[src/rtl/mesh_term_arbiter.sv]
// Round-robin injection arbiter sharing one mesh terminal input port among NUM_SRC FIFO-head sources.
// Optional DEST_CHECK_EN: discard heads addressed outside the ROWS x COLUMS mesh, counted in drop_cnt.
module mesh_term_arbiter #(
  parameter int pckg_sz = 40,
  parameter int NUM_SRC = 4,
  parameter int ROWS    = 4,
  parameter int COLUMS  = 4,
  parameter int CNT_W   = 16
) (
  input  logic                       clk,
  input  logic                       reset,
  input  logic [NUM_SRC-1:0]         src_pndng,
  input  logic [NUM_SRC*pckg_sz-1:0] src_data,
  output logic [NUM_SRC-1:0]         src_pop,
  output logic [pckg_sz-1:0]         term_data,
  output logic                       term_pndng,
  input  logic                       term_popin,
  output logic [NUM_SRC-1:0]         grant,
  output logic [CNT_W-1:0]           drop_cnt
);
  localparam int IDX_W = (NUM_SRC > 1) ? $clog2(NUM_SRC) : 1;

  typedef enum logic {IDLE, OFFER} state_t;

  state_t                          state_reg, state_next;
  logic [IDX_W-1:0]                rr_ptr_reg, rr_ptr_next;
  logic [pckg_sz-1:0]              data_reg, data_next;
  logic                            pndng_reg, pndng_next;
  logic [NUM_SRC-1:0]              grant_reg, grant_next;
  logic [NUM_SRC-1:0]              pop_reg, pop_next;
  logic [NUM_SRC-1:0][pckg_sz-1:0] head;
  logic [NUM_SRC-1:0]              eligible, head_ok;
  logic                            win_found;
  logic [IDX_W-1:0]                win_idx, cand;
`ifdef DEST_CHECK_EN
  logic [CNT_W-1:0]                drop_reg, drop_next;
`endif

  assign head = src_data;
  // A source being popped this cycle still shows its old head, so it sits out this edge.
  assign eligible = src_pndng & ~pop_reg;

  for (genvar gi = 0; gi < NUM_SRC; gi++) begin : g_dest
`ifdef DEST_CHECK_EN
    logic [3:0] row, col;
    assign row = head[gi][pckg_sz-9 -: 4];
    assign col = head[gi][pckg_sz-13 -: 4];
    assign head_ok[gi] = (row == 4'hF && col == 4'hF) ||
                         (int'(row) < ROWS && int'(col) < COLUMS);
`else
    assign head_ok[gi] = 1'b1;
`endif
  end

  // First eligible source searching upward from the one after the last winner.
  always_comb begin
    win_found = 1'b0;
    win_idx   = rr_ptr_reg;
    cand      = '0;
    for (int k = 1; k <= NUM_SRC; k++) begin
      cand = IDX_W'((int'(rr_ptr_reg) + k) % NUM_SRC);
      if (!win_found && eligible[cand]) begin
        win_found = 1'b1;
        win_idx   = cand;
      end
    end
  end

  always_comb begin
    state_next  = state_reg;
    rr_ptr_next = rr_ptr_reg;
    data_next   = data_reg;
    pndng_next  = pndng_reg;
    grant_next  = grant_reg;
    pop_next    = '0;
`ifdef DEST_CHECK_EN
    drop_next   = drop_reg;
`endif
    if (state_reg == OFFER && term_popin) begin
      state_next = IDLE;
      pndng_next = 1'b0;
      grant_next = '0;
    end
    if ((state_reg == IDLE || term_popin) && win_found) begin
      rr_ptr_next = win_idx;
      pop_next    = NUM_SRC'(1) << win_idx;
      if (head_ok[win_idx]) begin
        state_next = OFFER;
        data_next  = head[win_idx];
        pndng_next = 1'b1;
        grant_next = NUM_SRC'(1) << win_idx;
      end
`ifdef DEST_CHECK_EN
      else if (drop_reg != '1) begin
        drop_next = drop_reg + 1'b1;
      end
`endif
    end
  end

  always_ff @(posedge clk or negedge reset) begin
    if (!reset) begin
      state_reg  <= IDLE;
      rr_ptr_reg <= IDX_W'(NUM_SRC - 1);
      data_reg   <= '0;
      pndng_reg  <= 1'b0;
      grant_reg  <= '0;
      pop_reg    <= '0;
    end else begin
      state_reg  <= state_next;
      rr_ptr_reg <= rr_ptr_next;
      data_reg   <= data_next;
      pndng_reg  <= pndng_next;
      grant_reg  <= grant_next;
      pop_reg    <= pop_next;
    end
  end

`ifdef DEST_CHECK_EN
  always_ff @(posedge clk or negedge reset) begin
    if (!reset) drop_reg <= '0;
    else        drop_reg <= drop_next;
  end
  assign drop_cnt = drop_reg;
`else
  assign drop_cnt = '0;
`endif

  assign src_pop    = pop_reg;
  assign term_data  = data_reg;
  assign term_pndng = pndng_reg;
  assign grant      = grant_reg;
endmodule
[config.mk]
export PLATFORM = sky130hd
export DESIGN_NAME = mesh_term_arbiter
export DESIGN_NICKNAME = d
export VERILOG_FILES = /design/src/rtl/mesh_term_arbiter.sv
export SDC_FILE = /design/constraint.sdc
export NUM_CORES = 1
export LEC_CHECK = 0
export CAP_MARGIN = 30
export CORE_MARGIN = 5
export CORE_UTILIZATION = 39
export DETAILED_ROUTE_END_ITERATION = 12
export PLACE_DENSITY = 0.83
export SLEW_MARGIN = 0
export SYNTH_ARGS = -nofsm -noshare
export SYNTH_HDL_FRONTEND = slang
export SYNTH_SLANG_ARGS = --single-unit
[constraint.sdc]
create_clock -name clk -period 2.5 [get_ports clk]
set_input_delay 0.75 -clock clk [delete_from_list [all_inputs] [get_ports clk]]
set_output_delay 0.75 -clock clk [all_outputs]
set_load 0.005 [all_outputs]
Word level (Yosys, flattened, before mapping)
Index checks and enable logic that the tools add are counted.
Storage, ports and cells
  register bits: 52
  output and inout bits: 65
  word-level logic and storage cells: 59
  input port bits: 167
Operators by class
  bitwise gates (word level): 3
  mux-type cells: 30
  reductions and logical operators: 10
  $lt $le $gt $ge: 5
  shift-type cells: 1
  add/subtract/negate cells: 4
Operators with widths (number)
  $bmux W40 S2: 1
  $mux W40: 1
  $mux W4: 4
  $lt A2 B3 Y1 const B: 5
  $mux W1: 15
  $bmux W1 S2: 5
  $mux W2: 4
  $logic_and A1 B1 Y1: 5
  $add A2 B1 Y2 const B: 2
  $add A2 B2 Y2 const B: 2
  $and A4 B4 Y4: 1
  $not A4 Y4: 1
  $shl A1 B2 Y4 const A: 1
  $logic_not A1 Y1: 3
  $reduce_and A2 Y1: 1
  $logic_or A1 B1 Y1: 1
  $not A1 Y1: 1

Logic depth before layout (Yosys ltp)
Gate-level depths: netlist (run 1).
  depth in word-level cells: 18
  depth in mapped cells: 7
  mapped depth without buffers: 5

Worst setup path before layout (run 1)
OpenSTA, ideal clock, no wires.
  kind: input to register
  start point: input src_pndng[1]
  end point: register data_reg[31] (netlist: term_data[31])
  arrival: 2059 ps
  setup time: 135 ps
  required time: 2365 ps
  path buffers: 2
  setup slack: 306 ps
  stages on the path: 7
  cell sequence: nor3b_2 > a211oi_4 > a21o_1 > buf_2 > buf_2 > a2111oi_0 > o31ai_1
Between the ends
  word-level cells in the longest chain between the ends: 16
  elaborated cells between the ends (all ways): 29
  those cells by class: mux (20); bitwise (1); reduce/logical (8)
RTL lines
  start, declared: RTL line 12  | input logic [NUM_SRC-1:0] src_pndng,
  $and A4 B4 Y4 (*): RTL line 41  | assign eligible = src_pndng & ~pop_reg;
  $bmux W1 S2: RTL line 62  | if (!win_found && eligible[cand]) begin
  $mux W1 (implied by the code): RTL line 62
  $mux W1: RTL line 62
  $logic_not A1 Y1: RTL line 62
  $logic_and A1 B1 Y1: RTL line 62
  $mux W1: RTL line 62
  $logic_not A1 Y1: RTL line 62
  $logic_and A1 B1 Y1: RTL line 62
  $mux W1: RTL line 62
  $logic_not A1 Y1: RTL line 62
  $logic_and A1 B1 Y1: RTL line 62
  $mux W2: RTL line 62
  $bmux W1 S2: RTL line 87  | if (head_ok[win_idx]) begin
  $mux W1 (implied by the code): RTL line 87
  $reduce_and A2 Y1 (no source line)
  end signal, assigned: RTL line 112  | data_reg <= data_next;
  end, declared: RTL line 27  | logic [pckg_sz-1:0] data_reg, data_next;
Mark *: on every way between the ends. The rest lies on a longest branch, timed or not. The select of a mux whose other input is x is not followed.
A chain may end at the register's enable or synchronous reset.

Final worst setup path (run 1)
  start point: input src_pndng[0]
  end point: register data_reg[34] (netlist: term_data[34])
The elaborated chain is that of the path after synthesis.

==> summary.txt, run 1 <==
Antenna viol nets, final = 0
Initial antenna violation count = 0
Peak VDD IR = 0.8164 mV
Synth cell types = 29
I/O pin count = 232
CP Buf/Inv Count = 3
Global-route wire length before repair = 25320 um
Vias per cell = 5.972
Cts bufs inserted = 5
Share of cells above drive strength 1 = 0.1366
DP Area = 6561 sq um
Final WL = 16570 um
Final Hold Viols = 0
All-Layer GR Usage = 0.2451
CTS tree = done
Die X = 110.7 um
Clock-pin slew on the worst setup and hold paths = 100 ps
Seq/Total Area, Yosys = 0.3232
CP startpoint kind = primary input
Diodes inserted = 0
Initial core utilization = 0.4029
DRC viols = 0
Worst clock skew = 14.62 ps
Yosys reg bits = 51
Worst Tran Pin Value = 570.3 ps
Vias in the first global route = 5020
Vias = 4993
Post-synth EDFFs = 0
Largest register FFs = 40
Worst hold-check path type = primary input to asynchronous set/reset pin
Largest net degree at the start of global routing = 47
Met3 wire length = 1376 um
Setup TNS Final = 0 ps
Critical path type = primary input to flop
Synth Flop Type = dfrtp_1
Number of max-cap violations = 0
Post-CTS setup buffers = 0
Nets = 869
Pwr per Cell Area = 1140 nW/um^2
Delay-heaviest family, CP = compound AO/OA/AOI/OAI gates
Crit path time final = 2464 ps
Core area = 9819 sq um
Slew headroom = 0.6175
Root Buffer = clkbuf_8
Leak = 2.863 nW
DR top layer = met4
Post-synth top area share = 0.3099
Critical Path, Cell by Cell = clkdlybuf4s50_1 -> nand2b_1 -> o2bb2ai_4 -> a21o_2 -> buf_12 -> buf_4 -> a221oi_1 -> o31ai_1
Clock buffer depth = 2
Most common library cells after synthesis = 81 x inv_1, 80 x a211oi_1, 49 x clkbuf_1, 49 x dfrtp_1, 47 x nand2_1
Met1 wire length = 6288 um
DRT Pass-1 Iters = 4
Buffers on Ports = 215
P&R area growth vs syn = 75.46%
FP Rows = 36
Dpl cells = 827
Synth area leaders = dfrtp_1 31%, a211oi_1 15%, a2111oi_0 8.9%
Critical Path Max Stage Delay = 510 ps
Fmax = 0.4058 GHz
Top cell type by total area after synthesis = dfrtp_1
DIE HEIGHT = 110.7 um
Critical path arrival = 2650 ps
Status = finished, final reports clean
Yosys warnings = 0
Synth Cell Area = 3956 sq um
Max Slew Vio Count = 0
Critical Path End Type = flop
Final Non-Filler Cells = 836
Gpl congestion = 0.8558
DR WL/cell = 19.82 um
Syn_area_per_cell = 8.124 sq um
Syn Inst Count = 487
Final Cell Area = 6942 sq um
Tcrit/Tclk final = 0.9856
Full die area = 12260 sq um
Clk sinks = 51
First DRT Iteration DRCs = 315
Total gr overflow = 0
CP max stage cell = clkdlybuf4s50_1
DP HPWL = 11960 um
Post-synth ARST share = 1.000
Met2 Wirelength = 8385 um
Hold buffers post-CTS = 0
H-tree depth = 2
Finish-stage setup viols = 0
Most common cell in the netlist = inv_1
Worst skew pair latency = 300 ps
Req. time, crit path = 2690 ps
CP max FO = 40
path summary, 6_finish.rpt:
path,startpoint,end,slack [ps],cells after the start
min in group clk,term_data[16],term_data[16],480,2
hold / removal,reset,grant[0],320,1
setup / recovery,src_pndng[0],term_data[34],40,8
setup reg to reg,rr_ptr_reg[0],term_data[34],360,8
max in group asynchronous,reset,term_data[14],1520,2
hold reg to reg,term_data[16],term_data[16],480,2
report_power, final:
group / switching (W) / total (W) / internal [W]
registers: 0.000279 / 0.00152 / 0.00124
logic: 0.00285 / 0.00571 / 0.00286
clock network: 0.000290 / 0.000689 / 0.000399
total: 0.00342 / 0.00792 / 0.00450
stage by stage:
stage          power, W  setup WS (ps)    util  hold slack, ps
6_report       0.007916          35.98  0.7069           317.3
5_1_grt        0.008397         -41.67  0.7069           322.9
4_1_cts        0.007445          4.941  0.6877           321.1
3_5_place_dp   0.006635         -515.2  0.6682           465.8
3_3_place_gp   0.006440         -353.3  0.6682           459.8
2_1_floorplan  0.004053          306.4       -           454.4
placed cells by master (no fill, tap or decap), types with 2 or more instances in the layout:
cell type,n
a2111oi_2,8
a2111oi_1,18
a2111oi_4,3
clkbuf_8,5
inv_1,81
buf_6,2
a221oi_2,3
bufinv_16,2
a221oi_1,37
o31ai_1,44
conb_1,16
buf_12,13
nand2_1,46
a211oi_2,4
nor3_1,4
dfstp_2,2
nand2b_1,4
a2111oi_0,11
buf_4,37
a211oi_1,76
o21ai_0,2
dlymetal6s2s_1,2
clkdlybuf4s50_1,212
dfrtp_1,49
nand2b_4,2
cell families (layout without fill, tap and decap cells):
group	Yosys count	after routing	synth area share
and+or+nand+nor	63	63	0.06926
AOI/OAI and AO/OA	212	212	0.4307
DFF	51	51	0.3232
muxes	3	3	0.008222
buffers and inverters	157	358	0.1676
other	1	16	0.0009479
metal layers:
layer,vias to the layer above,global-route usage
li1,2252,-
met5,-,0
met1,2383,0.2858
met4,0,0.09278
met2,316,0.4304
met3,42,0.06277
repair_timing:
action | in CTS | in global routing
resized for setup | 22 | 40
cloned | 0 | 1
endpoints found under the setup margin | 24 | 38
pin swaps | 3 | 7
layout make-up:
cell class / count / area (sq um)
sequential: 51 / 1279
inverter: 81 / 304.0
timing repair buffer: 269 / 2753
multi-input combinational: 294 / 2303
clock buffer: 5 / 68.82
clock inverter: 3 / 67.56
fill: 735 / 2878
tap: 133 / 166.4
Note: power is estimated with default switching activity, not from simulation.
==> run 2: changes to the inputs <==
--- a/config.mk
+++ b/config.mk
@@ -8,6 +8,7 @@
 export CAP_MARGIN = 30
 export CORE_MARGIN = 5
 export CORE_UTILIZATION = 39
+export CTS_CLUSTER_SIZE = 12
 export DETAILED_ROUTE_END_ITERATION = 12
 export PLACE_DENSITY = 0.83
 export SLEW_MARGIN = 0
==> results of run 2 <==
No change in the layout: final DEF, timing and power equal those of run 1.
==> run 3: changes to the inputs <==
--- a/config.mk
+++ b/config.mk
@@ -10,6 +10,7 @@
 export CORE_UTILIZATION = 39
 export CTS_CLUSTER_SIZE = 12
 export DETAILED_ROUTE_END_ITERATION = 12
+export HOLD_SLACK_MARGIN = 0.05
 export PLACE_DENSITY = 0.83
 export SLEW_MARGIN = 0
 export SYNTH_ARGS = -nofsm -noshare
==> constraint.sdc (replaced) <==
create_clock -name clk -period 2.5 [get_ports clk]
set_input_delay 0.5 -clock clk [delete_from_list [all_inputs] [get_ports clk]]
set_output_delay 0.5 -clock clk [all_outputs]
set_load 0.005 [all_outputs]
==> run 3 against run 2 <==
Cell count down 2.0%. Maximum frequency down 0.87%. Sequential cell count unchanged. Via count down 5.9%. Total power down 13%. Sequential power about the same. Die area unchanged. Routed wire length down 9.0%. Register-to-register slack worse by 150 ps. First-iteration DRC count down 26%. Critical path depth unchanged. Non-clock buffer count down 17. Largest cell class unchanged. Highest routed layer unchanged.
==> summary.txt, run 3 (synthesis gave the netlist of run 1 again) <==
Leak = 2.692 nW (-6.0%)
Dpl cells = 811 (-1.9%)
Critical Path Max Stage Delay = 540 ps (+30 ps)
Die X = 110.7 um (unchanged)
Hold buffers post-CTS = 0 (unchanged)
DR top layer = met4
Slew headroom = 0.5692 (-0.04825)
DIE HEIGHT = 110.7 um (unchanged)
Worst clock skew = 16.48 ps (+1.854 ps)
Antenna viol nets, final = 0 (unchanged)
DRC viols = 0 (unchanged)
R2R Path End = term_data[28]
Full die area = 12260 sq um (unchanged)
R2R Setup Slk = 210 ps (-150 ps)
Worst hold-check path type = primary input to asynchronous set/reset pin
Sw Ratio = 0.4410 (+0.009018)
Power Total = 0.006867 W (-13%)
Finish-stage setup viols = 0 (unchanged)
Met2 Wirelength = 7749 um (-7.6%)
Post-place setup slack = -218.0 ps (+297.2 ps)
P&R area growth vs syn = 64.74%
First DRT Iteration DRCs = 232 (-26%)
Critical Path, Cell by Cell = clkdlybuf4s50_1 -> nand2b_1 -> a211oi_4 -> buf_4 -> buf_12 -> a211oi_1 -> a2111oi_0 -> o31ai_1
All-Layer GR Usage = 0.2330 (-0.01205)
CP max stage cell = a2111oi_0
Peak VDD IR = 0.7128 mV (-13%)
CP Buf/Inv Count = 3 (unchanged)
DRT Pass-1 Iters = 5 (+1)
Initial antenna violation count = 0 (unchanged)
Most frequent cells in the layout = 214 x clkdlybuf4s50_1, 81 x inv_1, 80 x a211oi_1, 49 x dfrtp_1, 46 x nand2_1
Share of cells above drive strength 1 = 0.08455 (-0.05201)
DR WL/cell = 18.40 um (-7.2%)
Fill count = 825 (+12%)
Pwr per Cell Area = 1054 nW/um^2 (-7.6%)
Met1 wire length = 5974 um (-5.0%)
Fin worst setup slack = 14.36 ps (-21.62 ps)
FF-to-FF path depth = 7 (-1)
Crit path time final = 2486 ps (+21.62 ps)
Combinational Power Share = 0.711 (-0.010)
CP max FO = 36 (-10%)
Seq. cell area = 1279 sq um (unchanged)
Core area = 9819 sq um (unchanged)
Delay-heaviest family, CP = compound AO/OA/AOI/OAI gates
Clock-pin slew on the worst setup and hold paths = 100 ps (about the same)
Critical Path End Type = flop
Largest net degree at the start of global routing = 50 (+6.4%)
Net Switching = 0.003029 W (-11%)
Total gr overflow = 0 (unchanged)
Worst Tran Pin Value = 646.1 ps (+75.81 ps)
Tcrit/Tclk final = 0.9943 (+0.008650)
Root Buffer = clkbuf_8
RSZ-0062 raised after global routing = yes
Vias = 4700 (-5.9%)
Final Non-Filler Cells = 819 (-2.0%)
Req. time, crit path = 2680 ps (about the same)
Clock buffer depth = 2 (unchanged)
Critical path type = primary input to flop
Initial core utilization = 0.4029 (unchanged)
Most common cell after layout, fill and taps aside = clkdlybuf4s50_1
Vias in the first global route = 4894 (-2.5%)
CTS tree = done
CP startpoint kind = primary input
Cts bufs inserted = 5 (unchanged)
Status = finished, final reports clean
Clk sinks = 51 (unchanged)
FP Rows = 36 (unchanged)
Max Slew Vio Count = 0 (unchanged)
Hold Worst Slack = 198.2 ps (-119.1 ps)
Combined area of the multi-input logic cells = 2115 sq um (-8.2%)
Vias per cell = 5.739 (-3.9%)
Clock share of power = 0.071 (-0.016)
Worst skew pair latency = 310 ps (about the same)
Fmax = 0.4023 GHz (-0.87%)
Gpl congestion = 0.8590 (+0.37%)
Met3 wire length = 1105 um (-20%)
Final WL = 15070 um (-9.0%)
Nets = 852 (-2.0%)
Seq pwr share = 0.218 (+0.026)
Internal power = 0.003839 W (-15%)
I/O pin count = 232 (unchanged)
Critical R2R Launch = rr_ptr_reg[0]
DP HPWL = 11480 um (-4.0%)
Final Hold Viols = 0 (unchanged)
Global-route wire length before repair = 24210 um (-4.4%)
Buffers on Ports = 215 (unchanged)
Diodes inserted = 0 (unchanged)
Number of max-cap violations = 0 (unchanged)
Largest register FFs = 40 (unchanged)
Critical path arrival = 2670 ps (+20 ps)
H-tree depth = 2 (unchanged)
-- run 3: routing by layer --
metal,vias to the layer above,global-route usage
met3,23,0.05295
met1,2220,0.2769
met2,243,0.4183
met4,0,0.06732
met5,-,0
li1,2214,-
-- run 3: worst max-delay path by stage --
stage,startpoint,end,cells past startpoint
finish,src_pndng[3],term_data[28],8
global route,src_pndng[3],term_data[28],8
CTS,src_pndng[3],term_data[28],8
detailed placement,src_pndng[3],term_data[33],7
global placement,src_pndng[3],term_data[11],7
floorplan,rr_ptr_reg[1],term_data[27],6
-- run 3: cell type report --
cell class | count | area share
flip-flops and latches | 51 | 0.1962
well taps | 133 | 0.02553
clock inverters | 3 | 0.002880
multi-input cells | 294 | 0.3244
inverters | 81 | 0.04665
repair buffers | 252 | 0.3937
clock buffers | 5 | 0.01056
-- run 3: power groups by stage --
stage | Clock, W | Sequential (W) | Combinational (W)
3_5_place_dp | 0 | 0.00152 | 0.00481
5_1_grt | 0.000533 | 0.00155 | 0.00528
2_1_floorplan | 0 | 0.00149 | 0.00257
6_report | 0.000489 | 0.00150 | 0.00488
4_1_cts | 0.000500 | 0.00150 | 0.00482
3_3_place_gp | 0 | 0.00150 | 0.00464
-- run 3: through the flow --
step           TNS, ps  utilization  area, sq um
5_1_grt         -2.273       0.6637         6518
3_5_place_dp     -6074       0.6534         6416
2_1_floorplan        0            -         4013
4_1_cts              0       0.6623         6504
3_3_place_gp    -527.5       0.6534         6416
6_report             0       0.6637         6518
-- run 3: what timing repair did --
item,CTS,global route
setup endpoints to repair,0,10
hold endpoints to repair,0,0
gates resized for setup,0,9
setup buffers,0,0
